===== src/rtl/bmu_result_capture.sv =====
// bmu_result_capture
// Captures each issued BMU operation together with its registered result one
// cycle later and queues the completed transaction in a small FIFO that a
// downstream checker or trace port drains with a valid/ready handshake.
// Also keeps a sticky overflow flag for dropped entries and a saturating count
// of captured entries that carried an error.
module bmu_result_capture #(
  parameter int DEPTH = 4,
  parameter int CNTW  = 16
) (
  input  logic                     clk,
  input  logic                     rstL,
  input  logic                     validIn,
  input  logic [41:0]              ap,
  input  logic [31:0]              aIn,
  input  logic [31:0]              bIn,
  input  logic [31:0]              resultFf,
  input  logic                     error,
  input  logic                     clrIn,
  input  logic                     outReady,
  output logic                     outValid,
  output logic [31:0]              outA,
  output logic [31:0]              outB,
  output logic [31:0]              outResult,
  output logic                     outError,
  output logic [5:0]               outOpIdx,
  output logic [$clog2(DEPTH):0]   level,
  output logic                     overflow,
  output logic [CNTW-1:0]          errCount
);

  localparam int AW = $clog2(DEPTH);

  // Stage register holding the issued operation until its result arrives
  logic        s1_valid;
  logic [31:0] s1_a;
  logic [31:0] s1_b;
  logic [5:0]  s1_op;

  // FIFO storage and pointers (one extra MSB distinguishes full from empty)
  logic [31:0] mem_a   [DEPTH];
  logic [31:0] mem_b   [DEPTH];
  logic [31:0] mem_res [DEPTH];
  logic        mem_err [DEPTH];
  logic [5:0]  mem_op  [DEPTH];

  logic [AW:0]   wr_ptr;
  logic [AW:0]   rd_ptr;
  logic [AW-1:0] wr_idx;
  logic [AW-1:0] rd_idx;

  logic [5:0] op_idx;
  logic       fifo_empty;
  logic       fifo_full;
  logic       pop;
  logic       push_ok;
  logic       drop;
  logic       err_inc;

  // Index of the most significant set bit of the op packet; 63 when no op bit is set
  always_comb begin
    op_idx = 6'd63;
    for (int i = 0; i < 42; i++) begin
      if (ap[i]) op_idx = 6'(i);
    end
  end

  assign wr_idx     = wr_ptr[AW-1:0];
  assign rd_idx     = rd_ptr[AW-1:0];
  assign fifo_empty = (wr_ptr == rd_ptr);
  assign fifo_full  = (wr_idx == rd_idx) && (wr_ptr[AW] != rd_ptr[AW]);

  // A full FIFO still accepts a push when the head leaves on the same edge;
  // the slot being written is the one being vacated, so no data is lost.
  assign pop      = !fifo_empty && outReady;
  assign push_ok  = s1_valid && (!fifo_full || pop);
  assign drop     = s1_valid && fifo_full && !pop;
  assign err_inc  = push_ok && error && (errCount != {CNTW{1'b1}});

  // Stage register: reload on every issued op, otherwise just invalidate
  always_ff @(posedge clk or negedge rstL) begin
    if (!rstL) begin
      s1_valid <= 1'b0;
      s1_a     <= '0;
      s1_b     <= '0;
      s1_op    <= '0;
    end else begin
      s1_valid <= validIn;
      if (validIn) begin
        s1_a  <= aIn;
        s1_b  <= bIn;
        s1_op <= op_idx;
      end
    end
  end

  // FIFO payload write; contents are masked at the outputs so need no reset
  always_ff @(posedge clk) begin
    if (push_ok) begin
      mem_a[wr_idx]   <= s1_a;
      mem_b[wr_idx]   <= s1_b;
      mem_res[wr_idx] <= resultFf;
      mem_err[wr_idx] <= error;
      mem_op[wr_idx]  <= s1_op;
    end
  end

  // Pointer update for accepted pushes and pops
  always_ff @(posedge clk or negedge rstL) begin
    if (!rstL) begin
      wr_ptr <= '0;
      rd_ptr <= '0;
    end else begin
      if (push_ok) wr_ptr <= wr_ptr + 1'b1;
      if (pop)     rd_ptr <= rd_ptr + 1'b1;
    end
  end

  // Sticky overflow and saturating error counter; clear has priority
  always_ff @(posedge clk or negedge rstL) begin
    if (!rstL) begin
      overflow <= 1'b0;
      errCount <= '0;
    end else if (clrIn) begin
      overflow <= 1'b0;
      errCount <= '0;
    end else begin
      if (drop)    overflow <= 1'b1;
      if (err_inc) errCount <= errCount + 1'b1;
    end
  end

  // Head entry presentation, zeroed whenever the FIFO is empty
  always_comb begin
    outValid  = !fifo_empty;
    level     = wr_ptr - rd_ptr;
    outA      = '0;
    outB      = '0;
    outResult = '0;
    outError  = 1'b0;
    outOpIdx  = '0;
    if (!fifo_empty) begin
      outA      = mem_a[rd_idx];
      outB      = mem_b[rd_idx];
      outResult = mem_res[rd_idx];
      outError  = mem_err[rd_idx];
      outOpIdx  = mem_op[rd_idx];
    end
  end

endmodule


===== config.mk =====
export PLATFORM = sky130hd
export DESIGN_NAME = bmu_result_capture
export DESIGN_NICKNAME = d
export VERILOG_FILES = /design/src/rtl/bmu_result_capture.sv
export SDC_FILE = /design/constraint.sdc
export NUM_CORES = 1
export LEC_CHECK = 0
export CORE_ASPECT_RATIO = 0.7
export CORE_MARGIN = 5
export CORE_UTILIZATION = 35
export CTS_BUF_LIST = sky130_fd_sc_hd__clkbuf_2 sky130_fd_sc_hd__clkbuf_4 sky130_fd_sc_hd__clkbuf_8
export DETAILED_ROUTE_END_ITERATION = 6
export GPL_TIMING_DRIVEN = 0
export MAX_ROUTING_LAYER = met4
export PLACE_DENSITY = 0.54
export SLEW_MARGIN = 20
export SYNTH_ARGS = -nofsm -noshare
export SYNTH_HDL_FRONTEND = slang
export SYNTH_SLANG_ARGS = --single-unit

===== constraint.sdc =====
create_clock -name clk -period 8.55 [get_ports clk]
set_clock_uncertainty 0.2 [all_clocks]
set_input_delay 1.71 -clock clk [delete_from_list [all_inputs] [get_ports clk]]
set_output_delay 1.71 -clock clk [all_outputs]
set_load 0.03 [all_outputs]

==> flow_summary.toml <==
[setup_path]
cp_common_cell = "buf_2"
critPathTopFamily = "buffers and inverters"
path_buf_inv = 7
reg2reg_slack_ps = 4380
crit_required_ps = 6640
reg2reg_depth = 9
critPathKind = "flop to output port"
crit_path_top_delay_cell = "clkdlybuf4s50_1"
slowest_delay_ps = 690
r2r-start = "rd_ptr[1]$_DFFE_PN0P_"
path_max_fanout = 10
rr_endpoint = "mem_b[0][18]$_DFFE_PP_"
cp-end-kind = "output port"
start_kind = "flop"
worstPathCellList = "clkbuf_1, buf_2, buf_2, inv_1, ha_1, nand3_1, buf_2, clkbuf_1, and2_1, clkdlybuf4s50_1"
critPathArrivalTime_ps = 4860

[layout]
nFillCells = 4984
multi_input_area_mm2 = 0.00500
final_cell_mix = "412 x edfxtp_1, 266 x clkdlybuf4s50_1, 104 x and2_1"
fin_nets = 1546
drive_gt1_frac = 0.234
final_common_cell = "edfxtp_1"
regArea_mm2 = 0.0147
area_growth_syn_to_layout_pct = 27.9
layoutNonFillerInstCount = 2209
post-route-util = 0.451

[routing]
viasPerCell = 4.83
num_vias = 10677
wl_per_cell_um = 21.2
first_pass_iters = 4
final_antenna_net_count = 0
detail_route.iter0.violations = 469
drcViolationCount = 0
wirelength_um = 46800

[die]
dieArea_mm2 = 0.0620
die_h_um = 210
die_w_um = 295
rows = 73
num_io_pins = 268
start_util = 0.353
core_mm2 = 0.0566

[sta]
fin_crit_sh = 0.792
clock.fmax_mhz = 148
rsz0062_at_grt = "no"
hold_viol = 0
maxSlewViolCount = 0
period_needed_ps = 6770
fin_ws_ps = 1780
worst_slew_pin_slew_ps = 846
maxSlewHeadroom = 0.436
setup-tns-final_ps = 0
setup_viol = 0

[power_and_ir_drop]
p_clk_frac = 0.223
p_int_mw = 6.22
power_switching_mw = 3.47
swShare = 0.358
power_per_cell_area_mw_per_mm2 = 380
seqPwrFrac = 0.343
ir_drop_uv = 231
p_total_mw = 9.69
p_comb_frac = 0.433
cellLeakagePower_nw = 8.66

[global_route]
grt_pass1_vias = 11202
grt_max_degree = 60
antenna_found_initial = 3
grt_first_pass_wirelength_um = 70600
grt_util_all_layers = 0.155
gr-total-overflow = 0

[clock_network]
htree_levels = 3
cts_inserted_buffers = 80
clock_sinks = 506
clockRootBuffer = "clkbuf_8"
cts_resized = 0
clk_pin_slew_ps = 70
cts_setup_buffers = 0
cts.path.max_buffers = 3
clock_latency_ps = 640
hold_buffers = 0
cts_tree = "built"

[worst_hold_path]
hold_class = "flop to flop"
min_path_cells = 0
worstHoldEndpoint = "mem_b[0][13]$_DFFE_PP_"
min_from = "s1_b[13]$_DFFE_PN0P_"

[synth]
synthCells = 1035
synthArstFlopShare = 0.186
synth_cell_types = 48
yosys.area.top_type = "edfxtp_1"
syn_avg_cell_area_um2 = 19.3
yosys-top-cells-area = "edfxtp_1 62%, dfrtp_1 12%, mux4_2 12%, mux2_2 3.9%, and2_1 3.4%"
synth_edf_count = 412
ys_warn_count = 0
yosysSeqAreaShare = 0.738
yosys.area.top_type_share = 0.620
synth_flop_cell = "edfxtp_1"
synthesis.nets = 1188
synth-seq-cells = 506
syn_area_mm2 = 0.0200

[placed_design]
hpwl_um = 30100
port_buffers = 267
pre_cts_slack_ps = 2230
dp_cells = 2061
routabilityCongestion = 0.803

[status]
status = "finished, final reports clean"

[flow_run]
cap_violations = 0
## sequential cells by signal, indices dropped and copies added, names as in the netlist
| register | flops |
|---|---|
| s1_a | 32 |
| overflow | 1 |
| errCount | 16 |
| s1_b | 32 |
| rd_ptr | 3 |
| mem_res | 128 |
| s1_valid | 1 |
| mem_a | 128 |
| s1_op | 6 |
| wr_ptr | 3 |
| mem_err | 4 |
| mem_op | 24 |
| mem_b | 128 |
## logic make-up after synthesis
kind of cell / Yosys count / synth area share
adders and majority gates: 9 / 0.00602
buffers and inverters: 61 / 0.0124
muxes: 173 / 0.156
DFF: 506 / 0.738
AOI/OAI and AO/OA: 50 / 0.0174
xor gates and xnor gates: 16 / 0.00796
and+or+nand+nor: 220 / 0.0630
## synthesized netlist by cell type, drive strengths merged (2+ instances only)
library cell / n
a211o: 2
a221oi: 2
nor4: 13
mux2: 69
inv: 16
dfrtp: 94
nor3: 6
o21bai: 2
buf: 16
clkbuf: 29
xor2: 5
nand3: 11
o22ai: 3
nand2b: 5
xnor2: 11
mux4: 103
and2: 108
nor2: 39
or4: 4
edfxtp: 412
a211oi: 7
ha: 8
nand2: 11
o21ai: 9
nor2b: 5
a31oi: 3
and4: 3
nand4: 5
or3: 6
o211ai: 3
a21oi: 13
## through the flow
stage | instance area, µm² | hold slack, ps
2_1_floorplan | 20000 | 272
3_3_place_gp | 23600 | 292
3_5_place_dp | 23800 | 303
4_1_cts | 25500 | 309
5_1_grt | 25500 | 331
6_report | 25500 | 303
## routing by layer
metal / track usage / vias up / wire [µm]
met4: 0.0389 / 0 / 792
met2: 0.238 / 265 / 22200
met1: 0.210 / 5518 / 21300
li1: - / 4827 / -
met5: - / - / 0
met3: 0.0383 / 67 / 2520
## worst max path at each step
stage                     cells after the start  slack, ps             startpoint                     end
after floorplan                               3       3270               outReady   mem_a[3][0]$_DFFE_PP_
after global placement                        4        220               outReady  mem_b[3][28]$_DFFE_PP_
after global routing                         10       1340  rd_ptr[1]$_DFFE_PN0P_                outB[29]
after CTS                                    10       1480  rd_ptr[1]$_DFFE_PN0P_                outB[29]
final                                        10       1780  rd_ptr[1]$_DFFE_PN0P_                outB[29]
after detailed placement                     10       2230  rd_ptr[1]$_DFFE_PN0P_                outB[25]
## power groups by stage
stage	sequential, mW	combinational, mW	clock, mW
6_report	3.32	4.20	2.17
5_1_grt	3.37	4.47	2.37
4_1_cts	3.33	4.33	2.25
3_5_place_dp	3.38	4.31	0
3_3_place_gp	3.46	4.23	0
2_1_floorplan	3.38	2.51	0
## area by class of cell
cell class / instances / share of cell area
clock inverter: 24 / 0.00882
timing repair buffer: 276 / 0.114
sequential: 506 / 0.577
inverter: 16 / 0.00235
buffer: 45 / 0.00735
multi-input combinational: 468 / 0.196
clock buffer: 122 / 0.0577
tap: 750 / 0.0368
antenna: 2 / 0.000196
Power figures use the tool's default switching activity.
